===== src/rtl/conv_pkg.sv =====
// Shared geometry defaults for the 3x3 conv accelerator output path.
// Also holds the OFM collector FSM state encoding.
package conv_pkg;

    localparam int CONV_DATA_W = 25;
    localparam int CONV_OUT_W  = 16;
    localparam int CONV_TI     = 16;
    localparam int CONV_TILE_H = 5;
    localparam int CONV_N_TW   = 4;
    localparam int CONV_N_TH   = 13;
    localparam int CONV_N_CH   = 8;

    typedef enum logic [1:0] {
        ST_IDLE    = 2'd0,
        ST_COLLECT = 2'd1,
        ST_DONE    = 2'd2
    } ofm_state_e;

endpackage


===== src/rtl/ofm_requant.sv =====
// Combinational requantiser: round, arithmetic shift, optional ReLU, saturate.
// Ports: x (signed DATA_W), shift (0..DATA_W-1), relu, y (signed OUT_W).
module ofm_requant
    import conv_pkg::*;
#(
    parameter int DATA_W = CONV_DATA_W,
    parameter int OUT_W  = CONV_OUT_W
) (
    input  logic signed [DATA_W-1:0] x,
    input  logic        [4:0]        shift,
    input  logic                     relu,
    output logic signed [OUT_W-1:0]  y
);

    localparam logic signed [DATA_W:0] MAX_V =
        (DATA_W+1)'(2**(OUT_W-1) - 1);
    localparam logic signed [DATA_W:0] MIN_V = ~MAX_V;

    logic signed [DATA_W:0] xe;
    logic signed [DATA_W:0] rnd;
    logic signed [DATA_W:0] sum;
    logic signed [DATA_W:0] q;
    logic signed [DATA_W:0] y_w;

    always_comb begin
        xe  = {x[DATA_W-1], x};
        rnd = '0;
        if (shift != 5'd0)
            rnd = (DATA_W+1)'(1) << (shift - 5'd1);
        // One extra bit keeps x + half-LSB from overflowing.
        sum = xe + rnd;
        q   = sum >>> shift;
        if (relu && q[DATA_W])
            q = '0;
        if (q > MAX_V)
            y_w = MAX_V;
        else if (q < MIN_V)
            y_w = MIN_V;
        else
            y_w = q;
    end

    assign y = y_w[OUT_W-1:0];

endmodule


===== src/rtl/ofm_tile_collector.sv =====
// Collects the tiled two-row conv output stream into raster OFM addresses,
// requantises each pixel and issues up to two buffer writes per cycle.
// Ports: clk, rst_n, start, cfg_ch/shift/relu, ofm_port0/1 (+_v),
//        wr0/wr1 en/addr/data, busy, frame_done, proto_err.
module ofm_tile_collector
    import conv_pkg::*;
#(
    parameter int DATA_W = CONV_DATA_W,
    parameter int OUT_W  = CONV_OUT_W,
    parameter int TI     = CONV_TI,
    parameter int TILE_H = CONV_TILE_H,
    parameter int N_TW   = CONV_N_TW,
    parameter int N_TH   = CONV_N_TH,
    parameter int N_CH   = CONV_N_CH,
    localparam int OFM_W = TI * N_TW,
    localparam int OFM_H = TILE_H * N_TH,
    localparam int AW    = $clog2(N_CH * OFM_H * OFM_W),
    localparam int CHW   = $clog2(N_CH) + 1
) (
    input  logic                     clk,
    input  logic                     rst_n,
    input  logic                     start,
    input  logic        [CHW-1:0]    cfg_ch,
    input  logic        [4:0]        cfg_shift,
    input  logic                     cfg_relu,
    input  logic signed [DATA_W-1:0] ofm_port0,
    input  logic signed [DATA_W-1:0] ofm_port1,
    input  logic                     ofm_port0_v,
    input  logic                     ofm_port1_v,
    output logic                     wr0_en,
    output logic                     wr1_en,
    output logic        [AW-1:0]     wr0_addr,
    output logic        [AW-1:0]     wr1_addr,
    output logic        [OUT_W-1:0]  wr0_data,
    output logic        [OUT_W-1:0]  wr1_data,
    output logic                     busy,
    output logic                     frame_done,
    output logic                     proto_err
);

    localparam int CW  = (TI > 1) ? $clog2(TI) : 1;
    localparam int RW  = $clog2(TILE_H + 2);
    localparam int TWW = (N_TW > 1) ? $clog2(N_TW) : 1;
    localparam int THW = (N_TH > 1) ? $clog2(N_TH) : 1;

    ofm_state_e state, state_nxt;

    logic [CW-1:0]  c;
    logic [RW-1:0]  r;
    logic [TWW-1:0] tw;
    logic [THW-1:0] th;
    logic [CHW-1:0] ch;

    // strip_base = (ch*OFM_H + th*TILE_H)*OFM_W, row_off = r*OFM_W,
    // col_base = tw*TI; all stepped by constants.
    logic [AW-1:0] strip_base;
    logic [AW-1:0] row_off;
    logic [AW-1:0] col_base;

    logic [CHW-1:0] cfg_ch_q;
    logic [4:0]     cfg_shift_q;
    logic           cfg_relu_q;

    logic dual, collecting, bad_dual, accept, err;
    logic c_last, row_last, tw_last, th_last, ch_last;
    logic frame_end;
    logic [RW-1:0] r_inc;
    logic [AW-1:0] addr0, addr1;
    logic signed [OUT_W-1:0] q0, q1;

    always_comb begin
        dual       = ofm_port0_v & ofm_port1_v;
        collecting = (state == ST_COLLECT);
        r_inc      = r + (dual ? RW'(2) : RW'(1));
        bad_dual   = dual & ((r + RW'(1)) >= RW'(TILE_H));
        accept     = collecting & ~start & ofm_port0_v & ~bad_dual;
        // Any stray valid is flagged, including one colliding with start.
        err        = (ofm_port0_v | ofm_port1_v)
                   & (start | ~collecting
                      | (ofm_port1_v & ~ofm_port0_v) | bad_dual);
        c_last     = (c == CW'(TI - 1));
        row_last   = (r_inc >= RW'(TILE_H));
        tw_last    = (tw == TWW'(N_TW - 1));
        th_last    = (th == THW'(N_TH - 1));
        ch_last    = ((ch + CHW'(1)) == cfg_ch_q);
        frame_end  = accept & c_last & row_last
                   & tw_last & th_last & ch_last;
        addr0      = strip_base + row_off + col_base + AW'(c);
        addr1      = addr0 + AW'(OFM_W);
    end

    always_comb begin
        state_nxt = state;
        unique case (state)
            ST_IDLE: begin
                if (start) state_nxt = ST_COLLECT;
            end
            ST_COLLECT: begin
                if (start)          state_nxt = ST_COLLECT;
                else if (frame_end) state_nxt = ST_DONE;
            end
            ST_DONE: begin
                state_nxt = start ? ST_COLLECT : ST_IDLE;
            end
            default: state_nxt = ST_IDLE;
        endcase
    end

    always_ff @(posedge clk or negedge rst_n) begin
        if (!rst_n) state <= ST_IDLE;
        else        state <= state_nxt;
    end

    always_ff @(posedge clk or negedge rst_n) begin
        if (!rst_n) begin
            c           <= '0;
            r           <= '0;
            tw          <= '0;
            th          <= '0;
            ch          <= '0;
            strip_base  <= '0;
            row_off     <= '0;
            col_base    <= '0;
            cfg_ch_q    <= '0;
            cfg_shift_q <= '0;
            cfg_relu_q  <= 1'b0;
        end else if (start) begin
            c           <= '0;
            r           <= '0;
            tw          <= '0;
            th          <= '0;
            ch          <= '0;
            strip_base  <= '0;
            row_off     <= '0;
            col_base    <= '0;
            cfg_ch_q    <= cfg_ch;
            cfg_shift_q <= cfg_shift;
            cfg_relu_q  <= cfg_relu;
        end else if (accept) begin
            c <= c_last ? '0 : c + CW'(1);
            if (c_last) begin
                if (!row_last) begin
                    r       <= r_inc;
                    row_off <= row_off
                             + (dual ? AW'(2 * OFM_W) : AW'(OFM_W));
                end else begin
                    r       <= '0;
                    row_off <= '0;
                    if (!tw_last) begin
                        tw       <= tw + TWW'(1);
                        col_base <= col_base + AW'(TI);
                    end else begin
                        tw         <= '0;
                        col_base   <= '0;
                        // Strips of consecutive channels are contiguous.
                        strip_base <= strip_base + AW'(TILE_H * OFM_W);
                        if (!th_last) begin
                            th <= th + THW'(1);
                        end else begin
                            th <= '0;
                            ch <= ch + CHW'(1);
                        end
                    end
                end
            end
        end
    end

    ofm_requant #(.DATA_W(DATA_W), .OUT_W(OUT_W)) u_rq0 (
        .x     (ofm_port0),
        .shift (cfg_shift_q),
        .relu  (cfg_relu_q),
        .y     (q0)
    );

    ofm_requant #(.DATA_W(DATA_W), .OUT_W(OUT_W)) u_rq1 (
        .x     (ofm_port1),
        .shift (cfg_shift_q),
        .relu  (cfg_relu_q),
        .y     (q1)
    );

    always_ff @(posedge clk or negedge rst_n) begin
        if (!rst_n) begin
            wr0_en     <= 1'b0;
            wr1_en     <= 1'b0;
            wr0_addr   <= '0;
            wr1_addr   <= '0;
            wr0_data   <= '0;
            wr1_data   <= '0;
            busy       <= 1'b0;
            frame_done <= 1'b0;
            proto_err  <= 1'b0;
        end else begin
            wr0_en     <= accept;
            wr1_en     <= accept & dual;
            frame_done <= frame_end;
            if (accept) begin
                wr0_addr <= addr0;
                wr0_data <= q0;
            end
            if (accept && dual) begin
                wr1_addr <= addr1;
                wr1_data <= q1;
            end
            if (start)          busy <= 1'b1;
            else if (frame_end) busy <= 1'b0;
            if (start) proto_err <= err;
            else       proto_err <= proto_err | err;
        end
    end

endmodule

===== config.mk =====
export PLATFORM = sky130hd
export DESIGN_NAME = ofm_tile_collector
export DESIGN_NICKNAME = d
export VERILOG_FILES = /design/src/rtl/conv_pkg.sv /design/src/rtl/ofm_requant.sv /design/src/rtl/ofm_tile_collector.sv
export SDC_FILE = /design/constraint.sdc
export NUM_CORES = 1
export LEC_CHECK = 0
export ABC_CLOCK_PERIOD_IN_PS = 6800
export CORE_MARGIN = 5
export CORE_UTILIZATION = 35
export DETAILED_ROUTE_END_ITERATION = 7
export HOLD_SLACK_MARGIN = 0.05
export SYNTH_ARGS = -nofsm -noshare
export SYNTH_HDL_FRONTEND = slang
export SYNTH_SLANG_ARGS = --single-unit

===== constraint.sdc =====
create_clock -name clk -period 6.8 [get_ports clk]
set_clock_uncertainty 0.2 [all_clocks]
set_input_delay 0.68 -clock clk [delete_from_list [all_inputs] [get_ports clk]]
set_output_delay 0.68 -clock clk [all_outputs]
set_load 0.02 [all_outputs]

==> metrics.md, run 1 <==
| Metric | Value |
|---|---|
| Global-route wire length before repair | `a little under 90,000 um` |
| Row cnt | `75` |
| Post-Synth Simple-Gate Area | `22.4%` |
| Met3 wire len | `approximately 5000 um` |
| Clock slew at reported path FFs | `around 0.06 ns` |
| Clock Tree Buf Depth | `2` |
| Crit Path Category | `reg -> reg` |
| CP max-delay cell | `dfrtp_1` |
| CP endpoint kind | `flop` |
| Register area share after synthesis | `22.1%` |
| Die W | `between 200 and 250 um` |
| Ys flop type | `dfrtp_1` |
| Worst r2r path cells | `15` |
| # DRC | `0` |
| Share of cells above drive strength 1 | `about a tenth` |
| Largest net degree at the start of global routing | `just over 100` |
| Overall routing resource usage | `between 20% and 30%` |
| Final Net Count | `between 2,000 and 2,500` |
| Setup TNS | `0 ns` |
| H-tree Lvls | `4` |
| Layout area overhead | `17.1%` |
| Critical R2R Launch | `cfg_shift_q[4]` |
| CTS tree | `done` |
| Post-synth top area cell | `dfrtp_1` |
| Slew @ Worst Pin | `roughly 1.0 ns` |
| Unrepaired setup endpoints after global routing | `false` |
| Post-CTS sizing | `0` |
| # Post-CTS Setup Buffers | `0` |
| WL met2 | `25,000 um` |
| Cell with the most instances after synthesis | `nand2_1` |
| Largest family of logic cells by synthesized area | `compound AO/OA/AOI/OAI gates` |
| Synth Area in Adders | `between 8 and 9%` |
| Routed wire per std cell | `23.0 um` |
| Hold-fix buffers, CTS | `0` |
| Die Ht | `about 220 um` |
| I/O pins | `between 100 and 150` |
| Top delay family on crit path | `compound AO/OA/AOI/OAI gates` |
| CP most frequent cell | `a221oi_2` |
| Hold Vio Cnt, Final | `0` |
| Average vias per placed instance | `roughly 6.3` |
| RD Place Congestion | `1.06` |
| Slew headroom | `29.9%` |
| Synth top area share | `~22%` |
| Synth Area in XOR/XNOR | `under 10%` |
| CP required | `between 6 and 7 ns` |
| Utilization after layout | `around 41%` |
| Post-synth EDFFs | `0` |
| Area contributors post-synth | `dfrtp_1 22%, ha_1 6.0%, nand2_1 5.1%` |
| Die area | `0.0464 sq mm` |
| Yosys warns | `0` |
| Buffers on Ports | `133` |
| Reg2Reg Setup Slack | `roughly 0.49 ns` |
| Startpoint types | `flop` |
| Worst path max stage delay | `0.85 ns` |
| TritonCTS Buffers | `17` |
| Fraction of registers with async set/reset | `100%` |
| Antenna violations before repair | `0` |
| Worst r2r dst | `wr0_data[2]` |
| Critical Path, Cell by Cell | `nand2_1 -> nor2_1 -> ha_1 -> and4_1 -> o2111ai_1 -> a41oi_1 -> a311oi_1 -> a221oi_2 -> nand3_1 -> a221oi_2 -> mux2i_1 -> o41ai_1 -> a311oi_2 -> buf_4 -> o32ai_1` |
| Mapped Area | `around 0.015 sq mm` |
| Max cap viols | `0` |
| Total gr overflow | `0` |
| Vias in the first global route | `approximately 14,000` |
| Antenna-violating nets left | `0` |
| Compound-cell area share of the yosys netlist | `28.6%` |
| Peak supply drop | `0.000122 V` |
| Clock sink total | `130` |
| Clk root buf | `clkbuf_16` |
| Cells after Synth | `1,830` |
| Arrival time of the worst setup path | `about 6.4 ns` |
| Mux cell area share after synthesis | `~6.5%` |
| Multi-input gate area | `about 0.011 sq mm` |
| Status | `completed` |
| Post-DP HPWL | `between 40,000 and 50,000 um` |
| Iteration-0 DRC Markers | `roughly 2,000` |
| Ant. Diodes | `0` |
| Number of fill cells | `roughly 4,300` |
| Most instantiated cells after synthesis | `201 x nand2_1, 194 x nor2_1, 130 x dfrtp_1, 120 x o21ai_0, 96 x a21oi_1` |
| DR pass1 iterations | `6` |
| Critical path buffers and inverters | `1` |
| Final setup violation count | `0` |
| Metal-1 WL | `roughly 25,000 um` |
| Leakage | `roughly 7.1 nW` |
| Hold WC Path Type | `in -> async` |
| Total power | `3.33 mW` |
| Post-Route WL | `approximately 57,000 um` |
| Highest metal used | `met4` |
| Final Slew Violations | `0` |
| Mean post-synth cell area | `roughly 8.1 sq um` |
| Synth Register Bits | `130` |
| Initial core utilization | `a little over a third` |
| Power Density | `roughly 190 mW/mm^2` |
| Critical Path Fanout Max | `16` |
| CORE AREA | `about 0.042 sq mm` |
| Vias | `roughly 15,000` |
| Synth unique cells | `120` |
| Final Cycle Share | `about 93%` |
| Register Area | `0.00326 sq mm` |
| Clk_lat worst skew | `0.43 ns` |
| Fmax | `between 150 and 200 MHz` |
| Minimum clock period after layout | `around 6.3 ns` |
[sequential cells by signal (all words and copies together) (netlist names), 2 cells and up]
name	cells
cfg_ch_q	4
wr0_data	16
row_off	10
cfg_shift_q	5
wr1_addr	16
wr1_data	16
r	3
tw	2
state	2
col_base	12
strip_base	10
wr0_addr	16
th	4
c	4
ch	4
[layout make-up]
type                            instances  area share, %
Multi-Input combinational cell       1537           62.6
Sequential cell                       130           18.9
Timing Repair Buffer                  189           10.2
Tap cell                              539           3.90
Clock buffer                           17           2.46
Clock inverter                         15           1.07
Inverter                               41          0.891
[report_power, final]
| part | leakage [nW] | switching [mW] | internal (mW) |
|---|---|---|---|
| clock network | 0.287 | 0.373 | 0.580 |
| logic | 5.15 | 0.872 | 0.560 |
| registers | 1.63 | 0.0844 | 0.864 |
| total | 7.08 | 1.33 | 2.00 |
[routing by layer]
layer	global-route usage, %	vias up
li1	-	7090
met1	33.3	7513
met2	36.0	786
met3	4.12	100
met4	6.42	0
met5	0	-
[cells by family (layout without fill, tap and decap cells)]
group | Yosys count | after routing
other cells | 1 | 7
compound gates | 584 | 584
fa+ha+maj | 90 | 90
mux | 71 | 71
flops | 130 | 130
xor+xnor | 117 | 117
buf+inv | 169 | 262
simple gates | 668 | 668
[worst register-to-register path, stage by stage (launching register included)]
cell       delay [ns]
dfrtp_1          0.85
nand2_1          0.38
nor2_1           0.47
ha_1             0.37
and4_1           0.39
o2111ai_1        0.16
a41oi_1          0.49
a311oi_1         0.11
a221oi_2         0.31
nand3_1          0.39
a221oi_2         0.65
mux2i_1          0.22
o41ai_1          0.53
a311oi_2         0.16
buf_4            0.23
o32ai_1          0.29
[layout by cell type (no fill, tap or decap), types with 29 or more instances in the layout]
cell type,n
nand2_1,201
nor2_1,193
clkdlybuf4s50_1,132
dfrtp_1,126
o21ai_0,120
a21oi_1,96
ha_1,71
xnor2_1,63
buf_4,55
xor2_1,50
nand3_1,49
inv_1,39
mux2i_1,33
o211ai_1,33
nand4_1,31
a21o_1,29
[metrics by stage]
| step | worst slack [ns] | instances | hold WS, ns | cell area (sq um) |
|---|---|---|---|---|
| after floorplan | 1.36 | 1836 | 0.184 | 14800 |
| after global placement | 0.696 | 2436 | 0.231 | 16700 |
| after detailed placement | 0.666 | 2436 | 0.246 | 16700 |
| after CTS | 0.635 | 2468 | 0.0691 | 17300 |
| after global routing | 0.365 | 2468 | 0.0772 | 17300 |
| final | 0.493 | 2468 | 0.0321 | 17300 |
[worst max path at each step]
| stage | slack [ns] | startpoint | cells after the start | to |
|---|---|---|---|---|
| after CTS | 0.63 | cfg_shift_q[4] | 15 | wr0_data[2] |
| after global routing | 0.37 | cfg_shift_q[4] | 15 | wr0_data[2] |
| final | 0.49 | cfg_shift_q[4] | 15 | wr0_data[2] |
| after floorplan | 1.36 | cfg_shift_q[4] | 21 | wr1_data[3] |
| after global placement | 0.70 | cfg_shift_q[4] | 15 | wr0_data[2] |
| after detailed placement | 0.67 | cfg_shift_q[4] | 15 | wr0_data[6] |
(Power assumes the default switching activity.)
==> run 2, diff against run 1 <==
Settings changed: PLACE_DENSITY_LB_ADDON set to 0.2.
==> metrics.md, run 2 (synthesis results as in run 1) <==
| Metric | Value |
|---|---|
| Initial core utilization | `35.2% (unchanged)` |
| Final Slew Violations | `0 (unchanged)` |
| Hold WC Path Type | `in -> async` |
| Post-CTS sizing | `0 (unchanged)` |
| Critical Path Fanout Max | `19 (+3)` |
| Overall routing resource usage | `23.7% (+0.51 points)` |
| Fmax | `155 MHz (-2.3%)` |
| Top delay family on crit path | `compound AO/OA/AOI/OAI gates` |
| Largest net degree at the start of global routing | `67 (-34%)` |
| Layout area overhead | `16.8%` |
| Post-Route WL | `57,300 um (+0.89%)` |
| Cell count along the critical path | `15 (unchanged)` |
| Crit Path Category | `reg -> reg` |
| Average vias per placed instance | `6.15 (-2.0%)` |
| Met2 usage | `36.5% (+0.53 points)` |
| Power Density | `197 mW/mm^2 (+2.0%)` |
| Vias | `15,100 (-2.4%)` |
| RD Place Congestion | `0.984 (-7.2%)` |
| Buffers on Ports | `133 (unchanged)` |
| Routed wire per std cell | `23.3 um (+1.3%)` |
| Final Net Count | `2,057 (-0.44%)` |
| Die W | `215 um (unchanged)` |
| Clk root buf | `clkbuf_16` |
| Clock Tree Buf Depth | `2 (unchanged)` |
| Global-route wire length before repair | `87,100 um (+0.73%)` |
| Post-DP HPWL | `44,800 um (+2.2%)` |
| GR Util met1 | `33.6% (+0.34 points)` |
| Worst r2r path cells | `15 (unchanged)` |
| I/O pins | `134 (unchanged)` |
| Grt peak-use layer | `met2` |
| Iteration-0 DRC Markers | `1,606 (-20%)` |
| Worst path max stage delay | `0.69 ns (-0.16 ns)` |
| Arrival time of the worst setup path | `6.52 ns (+0.09 ns)` |
| Slew headroom | `38.3% (+8.4 points)` |
| Ant. Diodes | `0 (unchanged)` |
| Final Cycle Share | `95.0% (+2.2 points)` |
| Minimum clock period after layout | `6.46 ns (+0.151 ns)` |
| Place WS | `0.556 ns (-0.110 ns)` |
| Total gr overflow | `0 (unchanged)` |
| Leakage | `7.05 nW (-0.32%)` |
| CP endpoint kind | `flop` |
| CP required | `6.87 ns (-0.05 ns)` |
| Setup TNS | `0 ns (unchanged)` |
| Max cap viols | `0 (unchanged)` |
| Clock slew at reported path FFs | `0.06 ns (about the same)` |
| Critical R2R Launch | `cfg_shift_q[3]` |
| Die area | `0.0464 sq mm (unchanged)` |
| Row cnt | `75 (unchanged)` |
| Vias in the first global route | `14,200 (-2.0%)` |
| Commonest cells after routing, fill and taps aside | `201 x nand2_1, 193 x nor2_1, 131 x clkdlybuf4s50_1` |
| Die Ht | `215 um (unchanged)` |
| Hold Vio Cnt, Final | `0 (unchanged)` |
| Critical path buffers and inverters | `0 (-1)` |
| Reg2Reg Setup Slack | `0.34 ns (-0.15 ns)` |
| # Post-CTS Setup Buffers | `0 (unchanged)` |
| H-tree Lvls | `4 (unchanged)` |
| Startpoint types | `flop` |
| Antenna-violating nets left | `0 (unchanged)` |
| Unrepaired setup endpoints after global routing | `false` |
| Hold-fix buffers, CTS | `0 (unchanged)` |
| CTS tree | `done` |
| Share of cells above drive strength 1 | `9.79% (-0.37 points)` |
| Critical Path, Cell by Cell | `or3b_4 -> nor2_1 -> ha_1 -> and3_1 -> nand2_1 -> o21ai_0 -> o2111ai_1 -> a21oi_4 -> xnor2_1 -> o211ai_1 -> mux2i_1 -> a2111oi_0 -> nand4_1 -> o21ai_2 -> o32ai_1` |
| Most common cell after layout, fill and taps aside | `nand2_1` |
| Clk_lat worst skew | `0.43 ns (about the same)` |
| Antenna violations before repair | `0 (unchanged)` |
| Final setup violation count | `0 (unchanged)` |
| Worst r2r dst | `wr1_data[14]` |
| DR pass1 iterations | `5 (-1)` |
| CORE AREA | `0.0419 sq mm (unchanged)` |
| CP max-delay cell | `o21ai_0` |
| Peak supply drop | `0.000157 V (+29%)` |
| Clock sink total | `130 (unchanged)` |
| Slew @ Worst Pin | `0.924 ns (-0.101 ns)` |
| TritonCTS Buffers | `17 (unchanged)` |
| Setup ws final | `0.342 ns (-0.151 ns)` |
| Met3 usage | `4.00% (-0.13 points)` |
| # DRC | `0 (unchanged)` |
| Status | `completed` |
## run 2: cell types whose count changed in the layout (fill, tap and decap cells not counted), sizes merged
cell,change
clkinv,-1
inv,+1
clkdlybuf4s50,-1
buf,-8
bufinv,+2
clkinvlp,-2
## run 2: final cells by class
cell class	instances	area, sq um
fill	4287	24600
multi-input combinational	1537	10800
sequential	130	3260
timing repair buffer	180	1680
tap	539	674
clock buffer	17	425
clock inverter	15	231
inverter	41	154
## run 2: stage by stage
stage	utilization, %	hold slack, ns	std cells	total power, mW	cell area, sq um
after floorplan	-	0.184	1836	1.79	14800
after global placement	39.6	0.233	2427	2.35	16600
after detailed placement	39.6	0.244	2427	2.36	16600
after CTS	41.2	0.0563	2459	3.40	17200
after global routing	41.2	0.0843	2459	3.55	17200
final	41.2	0.0360	2459	3.39	17200
## run 2: metal layers
metal  part of all wire, %  wire, um  vias to the layer above
met5                     0         0                        -
li1                      -         -                     7082
met3                   7.3      4170                      106
met4                   3.5      2020                        0
met1                    45     25800                     7266
met2                    44     25300                      668
## run 2: worst max-delay path by stage
stage                         from           end  slack [ns]
global route        cfg_shift_q[2]  wr1_data[14]        0.08
global placement    cfg_shift_q[2]  wr1_data[14]        0.72
detailed placement  cfg_shift_q[2]  wr1_data[14]        0.56
finish              cfg_shift_q[3]  wr1_data[14]        0.34
CTS                 cfg_shift_q[2]  wr1_data[14]        0.54
floorplan           cfg_shift_q[4]   wr1_data[3]        1.36
## run 2: worst reg2reg max path: cells and delay by family (launching register included)
family	cells	cell delay [ns]
AOI/OAI and AO/OA	7	3.36
muxes	1	0.22
adders and majority gates	1	0.31
DFF	1	0.64
xor gates and xnor gates	1	0.20
and+or+nand+nor	5	1.36
## run 2: power breakdown
group          switching [mW]  internal [mW]  leakage, nW
clock                   0.373          0.655        0.314
combinational           0.865          0.550         5.10
sequential             0.0843          0.864         1.63
